[src/rtl/uart_tx_avalon_pkg.sv]
`default_nettype none
// ---------------------------------------------------------------------------
// uart_tx_avalon_pkg: register map, bit indices and FSM encoding. Rev 1.0
// ---------------------------------------------------------------------------
package uart_tx_avalon_pkg;

  localparam logic [1:0] ADDR_TXDATA  = 2'd0;
  localparam logic [1:0] ADDR_STATUS  = 2'd1;
  localparam logic [1:0] ADDR_CONTROL = 2'd2;

  localparam int ST_BUSY    = 0;
  localparam int ST_EMPTY   = 1;
  localparam int ST_FULL    = 2;
  localparam int ST_OVF     = 3;
  localparam int ST_CNT_LSB = 4;

  localparam int CTL_PAR_EN  = 0;
  localparam int CTL_PAR_ODD = 1;
  localparam int CTL_OVF_CLR = 2;

  typedef enum logic [2:0] {
    TX_IDLE   = 3'd0,
    TX_START  = 3'd1,
    TX_DATA   = 3'd2,
    TX_PARITY = 3'd3,
    TX_STOP   = 3'd4
  } tx_state_t;

endpackage
`default_nettype wire

[src/rtl/uart_tx_core.sv]
`default_nettype none
// ---------------------------------------------------------------------------
// uart_tx_core: baud counter, frame FSM and shift register. Rev 1.0
// ---------------------------------------------------------------------------
module uart_tx_core
  import uart_tx_avalon_pkg::*;
#(
  parameter int CLKS_PER_BIT = 434,
  parameter int DATA_BITS    = 8
) (
  input  logic                 clk,
  input  logic                 reset_n,
  input  logic                 start,
  input  logic [DATA_BITS-1:0] data,
  input  logic                 parity_en,
  input  logic                 parity_odd,
  output logic                 tx,
  output logic                 busy,
  output logic                 pop
);

  localparam int CW = (CLKS_PER_BIT > 1) ? $clog2(CLKS_PER_BIT) : 1;
  localparam int IW = (DATA_BITS > 1) ? $clog2(DATA_BITS) : 1;
  localparam logic [CW-1:0] CNT_MAX = CW'(CLKS_PER_BIT - 1);
  localparam logic [IW-1:0] IDX_MAX = IW'(DATA_BITS - 1);

  tx_state_t            state_q, state_d;
  logic [CW-1:0]        cnt_q, cnt_d;
  logic [IW-1:0]        idx_q, idx_d;
  logic [DATA_BITS-1:0] shift_q, shift_d;
  logic                 par_en_q, par_en_d;
  logic                 par_bit_q, par_bit_d;
  logic                 tx_q, tx_d;
  logic                 bit_end;

  always_ff @(posedge clk or negedge reset_n) begin
    if (!reset_n) begin
      state_q   <= TX_IDLE;
      cnt_q     <= '0;
      idx_q     <= '0;
      shift_q   <= '0;
      par_en_q  <= 1'b0;
      par_bit_q <= 1'b0;
      tx_q      <= 1'b1;
    end else begin
      state_q   <= state_d;
      cnt_q     <= cnt_d;
      idx_q     <= idx_d;
      shift_q   <= shift_d;
      par_en_q  <= par_en_d;
      par_bit_q <= par_bit_d;
      tx_q      <= tx_d;
    end
  end

  always_comb begin
    state_d   = state_q;
    idx_d     = idx_q;
    shift_d   = shift_q;
    par_en_d  = par_en_q;
    par_bit_d = par_bit_q;
    pop       = 1'b0;
    bit_end   = (cnt_q == CNT_MAX);
    cnt_d     = bit_end ? '0 : cnt_q + 1'b1;
    case (state_q)
      TX_IDLE: begin
        cnt_d = '0;
        if (start) begin
          pop       = 1'b1;
          shift_d   = data;
          par_en_d  = parity_en;
          par_bit_d = (^data) ^ parity_odd;
          idx_d     = '0;
          state_d   = TX_START;
        end
      end
      TX_START:  if (bit_end) state_d = TX_DATA;
      TX_DATA: begin
        if (bit_end) begin
          shift_d = shift_q >> 1;
          idx_d   = idx_q + 1'b1;
          if (idx_q == IDX_MAX) state_d = par_en_q ? TX_PARITY : TX_STOP;
        end
      end
      TX_PARITY: if (bit_end) state_d = TX_STOP;
      TX_STOP:   if (bit_end) state_d = TX_IDLE;
      default:   state_d = TX_IDLE;
    endcase

    // Line level follows the next state so the pin is a clean register output.
    case (state_d)
      TX_START:  tx_d = 1'b0;
      TX_DATA:   tx_d = shift_d[0];
      TX_PARITY: tx_d = par_bit_d;
      default:   tx_d = 1'b1;
    endcase
  end

  assign tx   = tx_q;
  assign busy = (state_q != TX_IDLE);

endmodule
`default_nettype wire

[src/rtl/uart_tx_avalon.sv]
`default_nettype none
// ---------------------------------------------------------------------------
// uart_tx_avalon: Avalon-MM UART transmitter with TX FIFO. Rev 1.0
// ---------------------------------------------------------------------------
module uart_tx_avalon
  import uart_tx_avalon_pkg::*;
#(
  parameter int CLKS_PER_BIT = 434,
  parameter int DATA_BITS    = 8,
  parameter int FIFO_DEPTH   = 4
) (
  input  logic        clk,
  input  logic        reset_n,
  input  logic [1:0]  address,
  input  logic        read,
  input  logic        write,
  input  logic        chipselect,
  input  logic [31:0] writedata,
  output logic [31:0] readdata,
  output logic        TX_out
);

  localparam int PW = (FIFO_DEPTH > 1) ? $clog2(FIFO_DEPTH) : 1;
  localparam int NW = $clog2(FIFO_DEPTH + 1);

  logic [DATA_BITS-1:0] mem [FIFO_DEPTH];
  logic [PW-1:0]        wr_ptr, rd_ptr;
  logic [NW-1:0]        count;
  logic                 empty, full, push, pop, busy;
  logic                 wr_txdata, wr_control, rd_en;
  logic                 parity_en, parity_odd, overflow;
  logic [31:0]          rd_mux;
  logic                 unused_writedata;

  assign empty      = (count == '0);
  assign full       = (count == NW'(FIFO_DEPTH));
  assign wr_txdata  = chipselect & write & (address == ADDR_TXDATA);
  assign wr_control = chipselect & write & (address == ADDR_CONTROL);
  assign rd_en      = chipselect & read;
  // A full FIFO still takes a byte when the core drains one in the same cycle.
  assign push       = wr_txdata & (!full | pop);
  assign unused_writedata = &{1'b0, writedata[31:DATA_BITS]};

  always_ff @(posedge clk) begin
    if (push) mem[wr_ptr] <= writedata[DATA_BITS-1:0];
  end

  always_ff @(posedge clk or negedge reset_n) begin
    if (!reset_n) begin
      wr_ptr     <= '0;
      rd_ptr     <= '0;
      count      <= '0;
      overflow   <= 1'b0;
      parity_en  <= 1'b0;
      parity_odd <= 1'b0;
      readdata   <= '0;
    end else begin
      if (push) wr_ptr <= wr_ptr + 1'b1;
      if (pop)  rd_ptr <= rd_ptr + 1'b1;
      case ({push, pop})
        2'b10:   count <= count + 1'b1;
        2'b01:   count <= count - 1'b1;
        default: ;
      endcase
      if (wr_txdata && !push)
        overflow <= 1'b1;
      else if (wr_control && writedata[CTL_OVF_CLR])
        overflow <= 1'b0;
      if (wr_control) begin
        parity_en  <= writedata[CTL_PAR_EN];
        parity_odd <= writedata[CTL_PAR_ODD];
      end
      if (rd_en) readdata <= rd_mux;
    end
  end

  always_comb begin
    rd_mux = '0;
    if (address == ADDR_STATUS) begin
      rd_mux[ST_BUSY]          = busy;
      rd_mux[ST_EMPTY]         = empty;
      rd_mux[ST_FULL]          = full;
      rd_mux[ST_OVF]           = overflow;
      rd_mux[ST_CNT_LSB +: 4]  = 4'(count);
    end else if (address == ADDR_CONTROL) begin
      rd_mux[CTL_PAR_EN]  = parity_en;
      rd_mux[CTL_PAR_ODD] = parity_odd;
    end
  end

  uart_tx_core #(
    .CLKS_PER_BIT (CLKS_PER_BIT),
    .DATA_BITS    (DATA_BITS)
  ) u_core (
    .clk        (clk),
    .reset_n    (reset_n),
    .start      (!empty),
    .data       (mem[rd_ptr]),
    .parity_en  (parity_en),
    .parity_odd (parity_odd),
    .tx         (TX_out),
    .busy       (busy),
    .pop        (pop)
  );

endmodule
`default_nettype wire

[config.mk]
export PLATFORM = sky130hd
export DESIGN_NAME = uart_tx_avalon
export DESIGN_NICKNAME = d
export VERILOG_FILES = /design/src/rtl/uart_tx_avalon_pkg.sv /design/src/rtl/uart_tx_core.sv /design/src/rtl/uart_tx_avalon.sv
export SDC_FILE = /design/constraint.sdc
export NUM_CORES = 1
export LEC_CHECK = 0
export CAP_MARGIN = 0
export CORE_ASPECT_RATIO = 0.75
export CORE_MARGIN = 2
export CORE_UTILIZATION = 45
export DETAILED_ROUTE_END_ITERATION = 10
export GPL_ROUTABILITY_DRIVEN = 0
export PLACE_DENSITY_LB_ADDON = 0.05
export SYNTH_ARGS = -nofsm -noshare
export SYNTH_HDL_FRONTEND = slang
export SYNTH_HIERARCHICAL = 1
export SYNTH_SLANG_ARGS = --single-unit
[constraint.sdc]
create_clock -name clk -period 2.5 [get_ports clk]
set_input_delay 0.5 -clock clk [delete_from_list [all_inputs] [get_ports clk]]
set_output_delay 0.5 -clock clk [all_outputs]
set_load 0.01 [all_outputs]
==> key figures, run 1 <==
Critical path
  • Crit path launch: rd_ptr[0]$_DFFE_PN0P_
  • CP Max Fanout: 6
  • Reg2reg path depth: 7
  • R2R Path End: u_core/par_bit_q$_DFF_PN0_
  • Setup crit end kind: flop
  • Critical Path AT: 2.34 ns
  • Worst Path Required: 2.72 ns
  • CP Launch Type: flop
  • CP Class: flop to flop
  • RR Startpoint: rd_ptr[0]$_DFFE_PN0P_
  • Reg2Reg Setup Slack: 0.39 ns

Synth
  • Simple-gate share of the synthesized area: 14.0%
  • Mean area per synthesized cell: 12.9 um2
  • Mux cell area share after synthesis: 7.51%
  • Post-Synthesis Cells: 280
  • FF+latch count, synth: 75
  • Post-synth ARST share: 57.3%
  • Top-area cell type share of the netlist area: 29.1%
  • Seq/Total Area, Yosys: 56.4%
  • Compound-Gate Fraction of Synth Area: 6.82%
  • Area leader, netlist: dfrtp_1
  • Post-Synth Adder-Cell Area: 3.32%
  • Ys Warns: 6
  • Synth Area in XOR/XNOR: 4.36%
  • Synth Cell Area: 0.00361 mm2
  • Synth area leaders: dfrtp_1, edfxtp_1, buf_4
  • Largest family of logic cells by synthesized area: simple AND/OR/NAND/NOR gates
  • Post-synth EDFFs: 32
  • Ys flop type: dfrtp_1
  • Count of different cell masters after synthesis: 57

Run status
  • Status: finished clean

Power and ir drop
  • Leak pwr: 1.75 nW
  • Maximum vdd ir drop: 0.000286 V
  • Design Power: 0.00340 W
  • Pwr/cell area: 814 mW/mm2

Global route
  • Overall routing resource usage: 16.1%
  • Met1 global-route usage: 22.7%
  • GR peak layer: met2
  • Pin count of the biggest net entering global routing: 27
  • Met2 Resource Use GR: 23.7%
  • Antenna violations before repair: 0
  • Gr ovfl total: 0
  • GR Layer Usage met3: 6.03%
  • Vias in the first global route: 2066
  • First-pass GRT wire length: 10.5 mm

CTS
  • Cts hold-fix bufs: 0
  • Postcts setup bufs: 0
  • Worst-path clk slew: 0.08 ns
  • CTS root buf: clkbuf_8
  • CTS tree: yes
  • CTS Buf Count: 9
  • CTS Sinks: 75
  • Skew-Pair Late Insertion Delay: 0.34 ns
  • # H-tree levels: 3
  • Number of gates resized after cts: 0
  • Clock buffer depth: 2

Layout
  • Fraction of layout cells with a size suffix above 1: 19.8%
  • Fin cells: 434
  • Final nets: 373
  • Antenna Cells: 0
  • Commonest non-fill, non-tap cell in the layout: dfrtp_1
  • Most frequent cells in the layout: dfrtp_1, nand2_1, edfxtp_1, conb_1, clkdlybuf4s50_1
  • P&R area growth vs syn: 15.6%

Route
  • TritonRoute pass-1 iters: 4
  • Routed length per instance: 14.6 um
  • Final WL: 6.34 mm
  • Total number of vias: 2122
  • Starting DRT DRC Count: 94
  • DRT antenna net count: 0
  • Via/cell ratio: 4.89
  • # DRC: 0

Timing
  • RSZ-0062 raised after global routing: false
  • Final Critical Period: 2.11 ns
  • Slew margin rel.: 57.8%
  • Slew @ Worst Pin: 0.632 ns
  • Final hold vios: 0
  • Worst hold slack: 0.173 ns
  • Max Clk Rate: 0.474 GHz
  • Final setup viols: 0
  • Clock Skews: 0.0113 ns
  • Final Max Tran Viols: 0
  • Crit share post-route: 84.5%
  • Final TNS setup: 0 ns

Worst hold path
  • Hold Crit Class: input pin to async pin

Floorplanning
  • I/O pin count: 72
  • Num rows: 28
  • Core box area: 0.00785 mm2
  • Starting density of the core: 46.0%
  • Die area: 0.00877 mm2
  • Die Height: 81.6 um
  • Chip width: 107 um

Placement
  • Dpl cells: 419
  • Final HPWL DP: 4.60 mm
  • I/O Buffers: 22

Job
  • Max_cap viols: 0
-- state kept, by name, indices dropped and copies added (netlist names) --
name	flops
readdata	7
overflow	1
wr_ptr	2
parity_en	1
u_core/par_en_q	1
u_core/shift_q	8
u_core/tx	1
u_core/cnt_q	9
parity_odd	1
mem	32
u_core/state_q	3
u_core/idx_q	3
u_core/par_bit_q	1
count	3
rd_ptr	2
-- kinds of logic (layout without fill, tap and decap cells) --
logic type	after synthesis	in the layout
AND/OR/NAND/NOR	85	85
other	1	25
XOR/XNOR	18	18
multiplexers	16	16
adder cells (fa/ha/maj)	9	9
buffers and inverters	43	68
AO/OA/AOI/OAI	33	33
flip-flops	75	75
-- layer usage --
metal | vias up | share of wire [%]
li1 | 1047 | -
met1 | 1024 | 51
met2 | 45 | 43
met3 | 6 | 4.4
met4 | 0 | 0.85
met5 | - | 0
-- layout make-up --
class | count | area [um2]
Fill cell | 688 | 3670
Clock inverter | 6 | 72.6
Tap cell | 105 | 131
Timing Repair Buffer | 42 | 365
Inverter | 11 | 41.3
Clock buffer | 9 | 124
Sequential cell | 75 | 2040
Multi-Input combinational cell | 186 | 1400
-- stage by stage --
| stage | utilization, % | instance area, um2 | setup WS, ns |
|---|---|---|---|
| 4_1_cts | 53.2 | 4180 | 0.382 |
| 2_1_floorplan | - | 3710 | 0.112 |
| 3_5_place_dp | 50.7 | 3980 | 0.134 |
| 3_3_place_gp | 50.7 | 3980 | 0.197 |
| 5_1_grt | 53.2 | 4180 | 0.257 |
| 6_report | 53.2 | 4180 | 0.389 |
-- worst max-delay path by stage --
| stage | end | cells after the start | slack [ns] |
|---|---|---|---|
| 3_5_place_dp | count[2]$_DFFE_PN0P_ | 6 | 0.13 |
| 5_1_grt | u_core/par_bit_q$_DFF_PN0_ | 7 | 0.26 |
| 6_report | u_core/par_bit_q$_DFF_PN0_ | 7 | 0.39 |
| 4_1_cts | u_core/par_bit_q$_DFF_PN0_ | 7 | 0.38 |
| 3_3_place_gp | mem[3][4]$_DFFE_PP_ | 6 | 0.20 |
| 2_1_floorplan | count[1]$_DFFE_PN0P_ | 9 | 0.11 |
-- critical path, cell delays in order, from the launching register on --
cell and delay, ns:
dfrtp_1 0.36, buf_4 0.18, mux4_2 0.56, xnor2_1 0.22, xnor2_1 0.15, xnor2_1 0.16, xnor2_1 0.10, mux2_2 0.26
-- power breakdown --
group | switching [W] | total, W | internal, W | leakage, nW
registers | 0.000151 | 0.00161 | 0.00146 | 0.818
logic | 0.000394 | 0.000858 | 0.000464 | 0.830
clock network | 0.000463 | 0.000933 | 0.000470 | 0.102
-- cell usage after synthesis (3+ instances only) --
library cell and n:
nor2b_1 3, and2_1 5, a22o_1 4, mux4_2 8, nor2_1 13, inv_1 11, dfrtp_1 42, nor2_2 3
buf_4 25, a22oi_1 8, mux2_2 5, nand2b_1 3, nand2_1 32, o21ai_0 6, edfxtp_1 32, nand3_1 3
xor2_1 6, ha_1 8, nor3_1 4, buf_2 4, xnor2_1 12
Power figures use the tool's default switching activity.
==> inputs of run 2 (changes only) <==
==> constraint.sdc (replaced) <==
create_clock -name clk -period 1.7 [get_ports clk]
set_input_delay 0.34 -clock clk [delete_from_list [all_inputs] [get_ports clk]]
set_output_delay 0.34 -clock clk [all_outputs]
set_load 0.01 [all_outputs]
==> key figures, run 2 (synthesized netlist as in run 1, its figures left out) <==
Run status
  • Status: finished, violations left
  • Failing checks: negative setup slack

Global route
  • Pin count of the biggest net entering global routing: 28
  • Overall routing resource usage: 17.1%
  • Vias in the first global route: 2232
  • Gr ovfl total: 0
  • First-pass GRT wire length: 11.3 mm
  • Antenna violations before repair: 0

Critical path
  • Setup crit end kind: flop
  • Buffers plus inverters on the worst setup path: 0
  • Slowest stage delay, CP: 0.58 ns
  • Critical Path AT: 2.26 ns
  • CP Launch Type: flop
  • Reg2Reg Setup Slack: -0.32 ns
  • Crit-path leading delay family: multiplexers
  • CP Class: flop to flop
  • Worst Path Required: 1.94 ns
  • Cell mode on critical path: xnor2_1
  • CP Max Fanout: 6
  • Crit-path cells: mux4_2, xnor2_2, xnor2_1, xnor2_1, xnor2_1, mux2_4
  • Slowest cell on crit path: mux4_2

Timing
  • Crit share post-route: 119%
  • Final WS setup: -0.319 ns
  • Final Critical Period: 2.02 ns
  • Clock Skews: 0.0138 ns
  • Max Clk Rate: 0.495 GHz
  • Final setup viols: 43
  • Final TNS setup: -6.46 ns
  • Final Max Tran Viols: 0
  • Final hold vios: 0
  • RSZ-0062 raised after global routing: true

CTS
  • CTS tree: yes
  • # H-tree levels: 3
  • Skew-Pair Late Insertion Delay: 0.35 ns
  • Worst-path clk slew: 0.09 ns
  • CTS root buf: clkbuf_8
  • CTS Buf Count: 9
  • CTS Sinks: 75
  • Clock buffer depth: 2

Floorplanning
  • Die area: 0.00877 mm2
  • Core box area: 0.00785 mm2
  • Die Height: 81.6 um
  • I/O pin count: 72
  • Chip width: 107 um
  • Num rows: 28
  • Starting density of the core: 46.0%

Job
  • Max_cap viols: 0

Worst hold path
  • Hold Crit Class: input pin to async pin

Route
  • Starting DRT DRC Count: 64
  • # DRC: 0
  • Final WL: 6.87 mm
  • Routed length per instance: 14.5 um
  • Via/cell ratio: 4.84
  • TritonRoute pass-1 iters: 4
  • Total number of vias: 2290
  • DRT antenna net count: 0

Layout
  • Final nets: 411
  • Largest register by flop count: mem
  • Top flop regs: mem: 32 flops, u_core/cnt_q: 9 flops, u_core/shift_q: 8 flops
  • Fraction of layout cells with a size suffix above 1: 35.3%
  • Antenna Cells: 0
  • P&R area growth vs syn: 29.5%
  • Final Core Density: 59.6%
  • Max reg flops: 32
  • Commonest non-fill, non-tap cell in the layout: buf_4
  • Most frequent cells in the layout: buf_4, dfrtp_1, edfxtp_1, nand2_1, conb_1

Power and ir drop
  • Combinational cell fraction of total power: 30.6%
  • Pint: 0.00369 W
  • NetSw: 0.00165 W
  • Pwr/cell area: 1140 mW/mm2
  • Maximum vdd ir drop: 0.000585 V
  • Leak pwr: 2.01 nW
  • Seq pwr share: 44.5%
  • Sw Share: 30.9%
  • Clock share of power: 24.9%

Placement
  • I/O Buffers: 22
  • Place WS: -0.422 ns
  • Final HPWL DP: 4.88 mm
-- run 2: cell count changes in the layout (fill, tap and decap cells not counted), moves of 3 or more --
cell / before / now
dfrtp_2: 0 / 3
a22oi_2: 0 / 3
and2_4: 0 / 4
xnor2_2: 0 / 3
buf_6: 0 / 9
and2_1: 5 / 1
dfrtp_1: 42 / 39
xnor2_1: 12 / 9
buf_4: 20 / 46
a22oi_1: 8 / 5
-- run 2: final cells by class --
cell class                      count  area (um2)
Clock inverter                      6        55.1
Inverter                           11        41.3
Fill cell                         649        3170
Sequential cell                    75        2040
Clock buffer                       10         138
Timing Repair Buffer               80         711
Multi-Input combinational cell    186        1560
Tap cell                          105         131
-- run 2: per-stage QoR --
| stage | area [um2] | instances | hold WS (ns) | power, W |
|---|---|---|---|---|
| after global placement | 4240 | 446 | 0.304 | 0.00390 |
| after global routing | 4680 | 473 | 0.491 | 0.00567 |
| final | 4680 | 473 | 0.459 | 0.00534 |
| after detailed placement | 4240 | 446 | 0.314 | 0.00392 |
| after floorplan | 3760 | 304 | 0.0444 | 0.00336 |
| after CTS | 4560 | 468 | 0.457 | 0.00533 |
-- run 2: routing by layer --
layer / vias up / global-route usage [%] / wire (um)
met5: - / 0 / 0
li1: 1117 / - / -
met1: 1129 / 24.9 / 3530
met2: 34 / 25.1 / 3060
met3: 10 / 4.13 / 180
met4: 0 / 6.28 / 93
-- run 2: path summary, 6_finish.rpt --
kind                                          from                     endpoint  cells past startpoint
setup reg to reg             rd_ptr[0]$_DFFE_PN0P_   u_core/par_bit_q$_DFF_PN0_                      6
hold / removal                             reset_n  u_core/idx_q[1]$_DFFE_PN0P_                      2
hold reg to reg            readdata[6]$_DFFE_PN0P_      readdata[6]$_DFFE_PN0P_                      2
max in group asynchronous                  reset_n         count[0]$_DFFE_PN0P_                      3
setup / recovery             rd_ptr[0]$_DFFE_PN0P_   u_core/par_bit_q$_DFF_PN0_                      6
min in group clk           readdata[6]$_DFFE_PN0P_      readdata[6]$_DFFE_PN0P_                      2
-- run 2: timing repair --
| item | in CTS | in global routing |
|---|---|---|
| gates resized for setup | 17 | 17 |
| hold buffers | 1 | 0 |
| buffers inserted | 6 | 5 |
| endpoints found under the setup margin | 56 | 62 |
| hold endpoints to repair | 15 | 0 |
| pin swaps | 9 | 9 |
-- run 2: power by group through the flow --
stage	Combinational, W	Sequential, W	Clock [W]
2_1_floorplan	0.000965	0.00240	0
3_3_place_gp	0.00152	0.00238	0
3_5_place_dp	0.00154	0.00238	0
4_1_cts	0.00158	0.00236	0.00139
5_1_grt	0.00181	0.00241	0.00145
6_report	0.00163	0.00237	0.00133
